===== src/rtl/branch_target_buffer_assoc.sv =====
// branch_target_buffer_assoc: fully associative BTB with valid bits, saturating direction counters and true-LRU replacement.
// Lookup is combinational and side-effect free; updates, invalidate and reset take effect at the rising edge.
module branch_target_buffer_assoc #(
  parameter int ENTRIES = 4,
  parameter int PC_W    = 32,
  parameter int CNT_W   = 2
) (
  input  logic            clk,
  input  logic            reset,
  input  logic [PC_W-1:0] lookupPC,
  output logic [PC_W-1:0] lookupTarget,
  output logic            lookupHit,
  output logic            lookupTaken,
  input  logic            updValid,
  input  logic [PC_W-1:0] updPC,
  input  logic [PC_W-1:0] updTarget,
  input  logic            updTaken,
  input  logic            invalidate
);
  localparam int AW = $clog2(ENTRIES);
  localparam logic [CNT_W-1:0] CNT_ONE  = CNT_W'(1);
  localparam logic [CNT_W-1:0] CNT_MAX  = '1;
  localparam logic [CNT_W-1:0] CNT_INIT = CNT_ONE << (CNT_W - 1);
  localparam logic [AW-1:0]    AGE_LRU  = AW'(ENTRIES - 1);
  logic              valid_q  [ENTRIES];
  logic              valid_d  [ENTRIES];
  logic [PC_W-1:0]   tag_q    [ENTRIES];
  logic [PC_W-1:0]   tag_d    [ENTRIES];
  logic [PC_W-1:0]   target_q [ENTRIES];
  logic [PC_W-1:0]   target_d [ENTRIES];
  logic [CNT_W-1:0]  cnt_q    [ENTRIES];
  logic [CNT_W-1:0]  cnt_d    [ENTRIES];
  logic [AW-1:0]     age_q    [ENTRIES];
  logic [AW-1:0]     age_d    [ENTRIES];
  logic              upd_hit;
  logic [AW-1:0]     upd_idx;
  logic              inv_any;
  logic [AW-1:0]     inv_idx;
  logic [AW-1:0]     lru_idx;
  logic [AW-1:0]     promo_idx;
  logic              do_upd;
  logic              lk_msb;
  always_comb begin
    lookupHit    = 1'b0;
    lookupTarget = '0;
    lk_msb       = 1'b0;
    for (int i = ENTRIES - 1; i >= 0; i--) begin
      if (valid_q[i] && tag_q[i] == lookupPC) begin
        lookupHit    = 1'b1;
        lookupTarget = target_q[i];
        lk_msb       = cnt_q[i][CNT_W-1];
      end
    end
    lookupTaken = lookupHit & lk_msb;
  end
  // Downward scans so the lowest matching / invalid index wins.
  always_comb begin
    upd_hit = 1'b0;
    upd_idx = '0;
    inv_any = 1'b0;
    inv_idx = '0;
    lru_idx = '0;
    for (int i = ENTRIES - 1; i >= 0; i--) begin
      if (valid_q[i] && tag_q[i] == updPC) begin
        upd_hit = 1'b1;
        upd_idx = AW'(i);
      end
      if (!valid_q[i]) begin
        inv_any = 1'b1;
        inv_idx = AW'(i);
      end
      if (age_q[i] == AGE_LRU) lru_idx = AW'(i);
    end
    promo_idx = upd_hit ? upd_idx : (inv_any ? inv_idx : lru_idx);
    do_upd    = updValid && !invalidate && (upd_hit || updTaken);
  end
  always_comb begin
    for (int i = 0; i < ENTRIES; i++) begin
      valid_d[i]  = valid_q[i];
      tag_d[i]    = tag_q[i];
      target_d[i] = target_q[i];
      cnt_d[i]    = cnt_q[i];
      age_d[i]    = age_q[i];
    end
    if (do_upd) begin
      for (int i = 0; i < ENTRIES; i++)
        if (age_q[i] < age_q[promo_idx]) age_d[i] = age_q[i] + AW'(1);
      age_d[promo_idx]    = '0;
      target_d[promo_idx] = updTarget;
      if (upd_hit)
        cnt_d[promo_idx] = updTaken ? (cnt_q[promo_idx] == CNT_MAX ? CNT_MAX : cnt_q[promo_idx] + CNT_ONE)
                                    : (cnt_q[promo_idx] == '0 ? '0 : cnt_q[promo_idx] - CNT_ONE);
      else begin
        valid_d[promo_idx] = 1'b1;
        tag_d[promo_idx]   = updPC;
        cnt_d[promo_idx]   = CNT_INIT;
      end
    end
    if (invalidate)
      for (int i = 0; i < ENTRIES; i++) valid_d[i] = 1'b0;
  end
  always_ff @(posedge clk) begin
    for (int i = 0; i < ENTRIES; i++) begin
      if (!reset) begin
        valid_q[i]  <= 1'b0;
        tag_q[i]    <= '0;
        target_q[i] <= '0;
        cnt_q[i]    <= '0;
        age_q[i]    <= AW'(i);
      end else begin
        valid_q[i]  <= valid_d[i];
        tag_q[i]    <= tag_d[i];
        target_q[i] <= target_d[i];
        cnt_q[i]    <= cnt_d[i];
        age_q[i]    <= age_d[i];
      end
    end
  end
endmodule


===== config.mk =====
export PLATFORM = sky130hd
export DESIGN_NAME = branch_target_buffer_assoc
export DESIGN_NICKNAME = d
export VERILOG_FILES = /design/src/rtl/branch_target_buffer_assoc.sv
export SDC_FILE = /design/constraint.sdc
export NUM_CORES = 1
export LEC_CHECK = 0
export ABC_AREA = 1
export BUFFER_PORTS_ARGS = -buffer_cell sky130_fd_sc_hd__buf_2
export CAP_MARGIN = 20
export CORE_UTILIZATION = 65
export CTS_CLUSTER_SIZE = 28
export DETAILED_ROUTE_END_ITERATION = 16
export GPL_TIMING_DRIVEN = 1
export PLACE_DENSITY = 0.95
export SKIP_LAST_GASP = 1
export SYNTH_ARGS = -nofsm -noshare
export SYNTH_HDL_FRONTEND = slang
export SYNTH_SLANG_ARGS = --single-unit

===== constraint.sdc =====
create_clock -name clk -period 8.7 [get_ports clk]
set_input_delay 0.87 -clock clk [delete_from_list [all_inputs] [get_ports clk]]
set_output_delay 0.87 -clock clk [all_outputs]
set_load 0.01 [all_outputs]

# Word level (Yosys, flattened, before mapping)
# Memory sizes are Yosys's and may differ from the RTL's.
# Index checks and enable logic that the tools add are counted.
# classes
n_lt_le_gt_ge	6
bitwise_logic	28
n_eq_ne	13
add_sub_neg	6
mux	85
n_reduce_logical	14
# ops
op	n
2-to-1 mux 32 bit	13
2-to-1 mux 128 bit	3
bitwise mux 128 bit	2
== test 32 bit	8
2-to-1 mux 2 bit	34
demux 32 bit (select 2 bit)	1
2-to-1 mux 8 bit	3
2-to-1 mux 1 bit	23
OR 1 bit	20
2-to-1 mux 4 bit	3
logical AND 1 bit	11
adder 2 x 1 -> 2 bit, second input constant	5
== test 2 bit, second input constant	5
AND 8 bit	1
bitwise mux 8 bit	1
< comparator 2 bit	4
NOT 8 bit	1
OR 4 bit	2
AND 4 bit	1
demux 2 bit (select 2 bit)	1
NOT 4 bit	1
greater-or-equal comparator 3 bit, second input constant	1
< comparator 3 x 1 -> 1 bit, second input constant	1
NOT 2 -> 3 bit	1
other kinds (6)	6
# word_totals
mem_bits_rw	276
input_bits	101
word_cells	157
output_inout_bits	34
register_bits	0
n_memories	5
# memory_table
memory	depth	width	rd	rd_ports_with_merged_regs	wr	line_no	source
tag_q	4	32	4	0	4	27	logic [PC_W-1:0] tag_q [ENTRIES];
target_q	4	32	4	0	4	29	logic [PC_W-1:0] target_q [ENTRIES];
age_q	4	2	5	0	4	33	logic [AW-1:0] age_q [ENTRIES];
cnt_q	4	2	5	0	4	31	logic [CNT_W-1:0] cnt_q [ENTRIES];
valid_q	4	1	4	0	4	25	logic valid_q [ENTRIES];

# Longest topological paths before layout
# Gate-level depths: netlist of run 1.
# logic_depth
depth_word	17
mapped_depth	25
mapped_depth_nobuf	24

# Least setup slack after synthesis of run 1
# Ideal clock, no wire load.
# synth_path
kind	input to output
start	input lookupPC[30]
end	output lookupTarget[0]
arrival_time_ns	2.710
path_stages	8
n_path_buf	2
required_time_ns	7.830
slack_ns	5.120
cell_sequence	clkbuf_1 o22ai_1 or4_1 nor3_1 nand2_1 clkbuf_1 nand3_1 o211ai_1
# synth_between
elab_chain_cells	6
elab_cells_between_ends	12
cone_classes	4 x eq/ne; 4 x mux; 4 x reduce/logical
# synth_rtl
item	line_no	source
start: declaration	10	input logic [PC_W-1:0] lookupPC,
== test 32 bit	48	if (valid_q[i] && tag_q[i] == lookupPC) begin
logical AND 1 bit	48	
2-to-1 mux 32 bit (3 in a row)	48	
2-to-1 mux 32 bit (*)	48	
end: declaration	11	output logic [PC_W-1:0] lookupTarget,
# Every way passes the cells marked *; elsewhere a longest branch is shown, timed or not.

# Worst setup path in the final report of run 1
# layout_path
start	input lookupPC[16]
end	output lookupTarget[18]
# Same word-level chain as after synthesis.

==> impl_metrics.env, run 1 <==
export IMPL_ioPinCount=135
export IMPL_drive_gt1_share_pct=13.2
export IMPL_drt_iter0_markers=2722
export IMPL_routabilityCongestion=1.10
export IMPL_post_cts_setup_buffers=0
export IMPL_area_growth_pct=10.2
export IMPL_drc_errors=0
export IMPL_dr_total_vias=17100
export IMPL_routed_via_density=6.62
export IMPL_chipWidth_um=155
export IMPL_worst_r2r_path_depth=17
export IMPL_cp_max_fo=34
export IMPL_hold_viol_final=0
export IMPL_internal_power_mw=2.19
export IMPL_ant_nets=0
export IMPL_ys_ff_latch=276
export IMPL_synthFlopType="dfxtp_1"
export IMPL_cts_resized_gates=0
export IMPL_grt_pass1_vias=15400
export IMPL_cts_hold_buffers=0
export IMPL_relSlewSlack_pct=25.9
export IMPL_grt_ovfl_total=0
export IMPL_fmax_ghz=0.197
export IMPL_layout_worst_path_cycle_share_pct=58.4
export IMPL_numCtsBuffers=29
export IMPL_synth_yosys_seq_area_share_pct=36.6
export IMPL_final_nets=2379
export IMPL_io_buffers=134
export IMPL_clk_pin_slew_ns=0.07
export IMPL_fin_util_pct=73.4
export IMPL_startpoint_type="input pin"
export IMPL_cp_depth=13
export IMPL_hold_path_class="flip-flop to flip-flop"
export IMPL_clock_latency_ns=0.56
export IMPL_arrival_ns=4.21
export IMPL_slowest_stage="nor4_1"
export IMPL_vdd_drop_max_mv=0.181
export IMPL_switchingPower_mw=0.753
export IMPL_status="finished, final reports clean"
export IMPL_slowest_delay_ns=0.51
export IMPL_cts_root_buf="clkbuf_16"
export IMPL_fillers=1775
export IMPL_pwr_share_clk_pct=46.5
export IMPL_wl_per_cell_um=23.4
export IMPL_p_comb_share_pct=9.3
export IMPL_grt_start_max_net_pins=126
export IMPL_synth_edf_count=1
export IMPL_htree_num_levels=1
export IMPL_tns_ns=0
export IMPL_crit_chain="buf_2 > inv_1 > nor2_1 > nor4_1 > nand4_1 > nor4_1 > nand2_1 > buf_4 > clkinv_1 > buf_4 > a31oi_1 > o211ai_1 > buf_2"
export IMPL_holdPathStages=2
export IMPL_rows=55
export IMPL_die_area_mm2=0.0239
export IMPL_crit_family="buffers and inverters"
export IMPL_max_cap_violations=0
export IMPL_syn_inst=2225
export IMPL_cts_sinks=276
export IMPL_cts_path_max_buffers=3
export IMPL_tightest_slew_ns=1.11
export IMPL_netlist_area_mm2=0.0151
export IMPL_die_h_um=155
export IMPL_rsz0062_at_grt="false"
export IMPL_setup_viol=0
export IMPL_critical_path_class="input pin to output port"
export IMPL_drt_first_pass_iters=6
export IMPL_cp_required_ns=7.83
export IMPL_synth_cell_type_count=46
export IMPL_finClkSkew_ns=0.0109
export IMPL_syn_nets=2334
export IMPL_power_density_mw_per_mm2=176
export IMPL_dp_hpwl_mm=41.2
export IMPL_avgSynthCellArea_um2=6.80
export IMPL_async_flop_share_pct=0
export IMPL_start_util_pct=66.6
export IMPL_leakagePower_nw=6.87
export IMPL_track_usage_pct=49.7
export IMPL_ys_warn_count=0
export IMPL_core_area_mm2=0.0227
export IMPL_period_needed_ns=5.08
export IMPL_regArea_mm2=0.00554
export IMPL_switching_share_pct=25.6
export IMPL_slew_viol_final=0
export IMPL_cp_end_kind="output port"
export IMPL_tritoncts="yes"
export IMPL_wirelength_mm=60.4
export IMPL_grt_pass1_wl_mm=90.2
export IMPL_multi_input_area_mm2=0.00813
export IMPL_worst_path_buf_inv=6
export IMPL_grt_antenna_before_repair=1
export IMPL_seqPwrFrac_pct=44.3
power groups by stage:
stage          clock (mW)  combinational, mW  sequential [mW]
2_1_floorplan           0              0.152             1.32
3_3_place_gp            0              0.251             1.33
3_5_place_dp            0              0.253             1.33
4_1_cts              1.35              0.257             1.30
5_1_grt              1.41              0.285             1.30
6_report             1.37              0.273             1.30
through the flow:
stage	cells	hold WS [ns]	instance area, µm²	total power, mW	setup WS, ns
2_1_floorplan	2225	0.427	15100	1.47	5.12
3_3_place_gp	2524	0.440	15600	1.58	4.00
3_5_place_dp	2524	0.445	15600	1.58	3.96
4_1_cts	2576	0.456	16700	2.91	3.91
5_1_grt	2576	0.478	16700	2.99	3.69
6_report	2578	0.460	16700	2.94	3.62
cells in the final DEF (no fill, tap or decap), types with 13 or more instances in the layout:
cell type,synthesis,routed
nand4_1,23,23
a21oi_1,97,96
nand3_1,99,99
inv_1,185,185
o21ai_0,239,239
clkbuf_16,0,29
nor2_1,397,397
xor2_1,18,18
nand2_1,361,361
buf_2,37,133
nor4_1,15,13
o21ai_1,60,60
buf_4,5,15
o211ai_1,34,34
dfxtp_1,275,275
o22ai_1,48,48
xnor2_1,51,51
a31oi_1,36,36
inv_2,25,25
a211oi_2,29,29
a21oi_2,18,19
worst reg2reg max path: cells and delay by family, from the launching register on:
kind / cells / cell delay [ns]
DFF: 1 / 0.47
buffers and inverters: 3 / 0.85
and+or+nand+nor: 14 / 2.78
worst paths after layout:
| check | startpoint | end | slack [ns] |
|---|---|---|---|
| max | lookupPC[16] | lookupTarget[18] | 3.62 |
| min | cnt_q[0][0]$_SDFFE_PN0P_ | cnt_q[0][0]$_SDFFE_PN0P_ | 0.46 |
| max reg2reg | tag_q[3][26]$_SDFFE_PN0P_ | target_q[2][19]$_SDFFE_PN0P_ | 4.49 |
| min reg2reg | cnt_q[0][0]$_SDFFE_PN0P_ | cnt_q[0][0]$_SDFFE_PN0P_ | 0.46 |
cell usage after synthesis (37+ instances only):
cell type  instances  share of area (%)
clkbuf_1          79                2.0
nor2_1           397                9.9
nand3_1           99                3.3
buf_2             37                1.2
o22ai_1           48                2.0
inv_1            185                4.6
dfxtp_1          275                 36
o21ai_0          239                7.9
a21oi_1           97                3.2
nand2_1          361                9.0
xnor2_1           51                3.0
o21ai_1           60                2.0
kinds of logic (layout without fill, tap and decap cells):
kind of cell             count (synthesis)  after routing  synth area share (%)
XOR/XNOR                                69             69                  4.00
adder cells (fa/ha/maj)                  8              8                 0.662
other                                    0              2                     0
AND/OR/NAND/NOR                        934            934                  25.7
buffers and inverters                  351            417                  9.86
AO/OA/AOI/OAI                          587            587                  23.2
flip-flops                             276            276                  36.6
sequential cells by signal, summed over array words and instances, names as in the netlist:
signal    cells
age_q         8
target_q    128
tag_q       128
valid_q       4
cnt_q         8
per-layer routing:
| layer | share of wire, % | vias up | wire [µm] | track usage [%] |
|---|---|---|---|---|
| li1 | - | 7476 | - | - |
| met1 | 37 | 7830 | 22200 | 65.5 |
| met2 | 42 | 1480 | 25500 | 75.9 |
| met3 | 15 | 275 | 9110 | 12.8 |
| met4 | 5.9 | 0 | 3570 | 23.6 |
| met5 | 0 | - | 0 | 0 |
cell type report:
type                    count  share of cell area [%]
flip-flops and latches    276                    33.2
well taps                 285                    2.14
clock buffers              42                    5.13
multi-input cells        1598                    48.8
clock inverters            10                    1.09
inverters                 216                    4.92
diodes                      2                  0.0300
repair buffers            149                    4.74
Note: power is estimated with default switching activity, not from simulation.
==> run 2, diff against run 1 <==
Settings changed: CORE_UTILIZATION 65 to 55, PLACE_DENSITY 0.95 to 0.87.
Clock period 8.7 ns to 4.6 ns, I/O delays scaled along.
==> impl_metrics.env, run 2 (synthesis gave the netlist of run 1 again) <==
export IMPL_r2r_end="age_q[3][1]$_SDFFE_PN1P_"
export IMPL_arrival_ns=3.60
export IMPL_grt_start_max_net_pins=127
export IMPL_finClkSkew_ns=0.0116
export IMPL_fin_ws_ns=0.541
export IMPL_die_h_um=168
export IMPL_layout_commonest_cell="nor2_1"
export IMPL_wl_per_cell_um=23.2
export IMPL_cts_path_max_buffers=3
export IMPL_track_usage_pct=42.9
export IMPL_status="finished, final reports clean"
export IMPL_wirelength_mm=61.4
export IMPL_power_density_mw_per_mm2=329
export IMPL_start_util_pct=56.1
export IMPL_final_cell_mix="nor2_1, nand2_1, dfxtp_1"
export IMPL_dp_hpwl_mm=43.3
export IMPL_max_cap_violations=0
export IMPL_routabilityCongestion=1.12
export IMPL_fmax_ghz=0.246
export IMPL_layout_worst_path_cycle_share_pct=88.2
export IMPL_vdd_drop_max_mv=0.269
export IMPL_cts_root_buf="clkbuf_16"
export IMPL_area_growth_pct=11.6
export IMPL_ant_nets=0
export IMPL_hold_viol_final=0
export IMPL_cts_sinks=276
export IMPL_grt_ovfl_total=0
export IMPL_hold_start="updTarget[2]"
export IMPL_holdPathStages=3
export IMPL_period_needed_ns=4.06
export IMPL_rows=60
export IMPL_hold_path_class="input pin to flip-flop"
export IMPL_ioPinCount=135
export IMPL_drt_first_pass_iters=6
export IMPL_startpoint_type="flip-flop"
export IMPL_relSlewSlack_pct=25.9
export IMPL_ff2ff_setup_slack_ns=0.73
export IMPL_min_to="target_q[2][2]$_SDFFE_PN0P_"
export IMPL_cts_hold_buffers=0
export IMPL_post_cts_setup_buffers=0
export IMPL_tritoncts="yes"
export IMPL_numCtsBuffers=30
export IMPL_cp_required_ns=4.14
export IMPL_setup_viol=0
export IMPL_switchingPower_mw=1.43
export IMPL_leakagePower_nw=6.95
export IMPL_dpl_worst_slack_ns=0.697
export IMPL_cp_end_kind="output port"
export IMPL_critical_path_class="flip-flop to output port"
export IMPL_grt_pass1_wl_mm=92.2
export IMPL_drive_gt1_share_pct=13.6
export IMPL_worst_r2r_path_depth=23
export IMPL_final_nets=2391
export IMPL_cts_resized_gates=0
export IMPL_drc_errors=0
export IMPL_core_area_mm2=0.0270
export IMPL_tightest_slew_ns=1.11
export IMPL_switching_share_pct=25.8
export IMPL_htree_num_levels=1
export IMPL_worstReg2RegStart="tag_q[3][26]$_SDFFE_PN0P_"
export IMPL_fin_area_mm2=0.0169
export IMPL_grt_pass1_vias=15300
export IMPL_routed_via_density=6.31
export IMPL_grt_antenna_before_repair=0
export IMPL_tns_ns=0
export IMPL_clock_latency_ns=0.57
export IMPL_cp_max_fo=18
export IMPL_io_buffers=134
export IMPL_clk_pin_slew_ns=0.07
export IMPL_p_comb_share_pct=9.4
export IMPL_slew_viol_final=0
export IMPL_seqPwrFrac_pct=44.3
export IMPL_drt_iter0_markers=2650
export IMPL_rsz0062_at_grt="false"
export IMPL_die_area_mm2=0.0282
export IMPL_pwr_share_clk_pct=46.2
export IMPL_dr_total_vias=16700
export IMPL_placed_area_mm2=0.0158
export IMPL_holdWs_ns=0.157
export IMPL_chipWidth_um=168
export IMPL_internal_power_mw=4.12
export IMPL_reg_largest_list="tag_q: 128 flops, target_q: 128 flops"
## run 2: cell count changes in the layout (fill, tap and decap cells not counted), sizes merged
cell / before / now
clkinvlp: 1 / 2
buf: 149 / 160
bufinv: 5 / 4
clkbuf: 42 / 44
clkinv: 5 / 2
diode: 2 / 1
## run 2: worst max path at each step
stage                                         start                       end  slack, ns  cells past startpoint
after floorplan                            updPC[1]  age_q[2][0]$_SDFFE_PN0P_       1.63                     22
after global placement                    updPC[27]  age_q[3][1]$_SDFFE_PN1P_       0.78                     24
after detailed placement                  updPC[27]  age_q[3][1]$_SDFFE_PN1P_       0.70                     24
after CTS                 tag_q[2][16]$_SDFFE_PN0P_               lookupTaken       0.71                     12
after global routing           valid_q[2]$_DFFE_PP_               lookupTaken       0.36                     11
final                     tag_q[2][16]$_SDFFE_PN0P_          lookupTarget[20]       0.54                     11
## run 2: per-stage QoR
stage / power [mW] / util (%) / instances
3_5_place_dp: 3.01 / 58.8 / 2591
5_1_grt: 5.67 / 62.6 / 2642
6_report: 5.55 / 62.6 / 2643
3_3_place_gp: 3.00 / 58.7 / 2590
2_1_floorplan: 2.78 / - / 2225
4_1_cts: 5.52 / 62.6 / 2642
## run 2: layout make-up
| class | instances | area, µm² |
|---|---|---|
| multi-input cells | 1598 | 8130 |
| repair buffers | 160 | 935 |
| well taps | 341 | 427 |
| diodes | 1 | 2.50 |
| clock buffers | 44 | 885 |
| inverters | 216 | 821 |
| fillers | 2465 | 10100 |
| clock inverters | 7 | 140 |
| flip-flops and latches | 276 | 5540 |
## run 2: power by group through the flow
stage	logic, mW	clock network [mW]	registers [mW]
CTS	0.502	2.56	2.46
global placement	0.492	0	2.51
finish	0.524	2.56	2.46
global route	0.555	2.65	2.46
detailed placement	0.498	0	2.51
floorplan	0.287	0	2.50
## run 2: critical path, stage by stage, from the launching register on
cell      delay, ns
dfxtp_1        0.34
inv_1          0.13
nor2_1         0.05
nor4_1         0.40
nand4_1        0.15
nor4_1         0.43
nand2_1        0.26
clkinv_1       0.43
buf_4          0.35
a31oi_1        0.07
o211ai_1       0.25
buf_2          0.17
## run 2: metal layers
metal | vias up | part of all wire, % | global-route usage, %
met2 | 1246 | 43 | 65.7
met5 | - | 0 | 0
met1 | 7739 | 39 | 58.3
li1 | 7472 | - | -
met3 | 226 | 12 | 8.58
met4 | 0 | 5.1 | 19.6
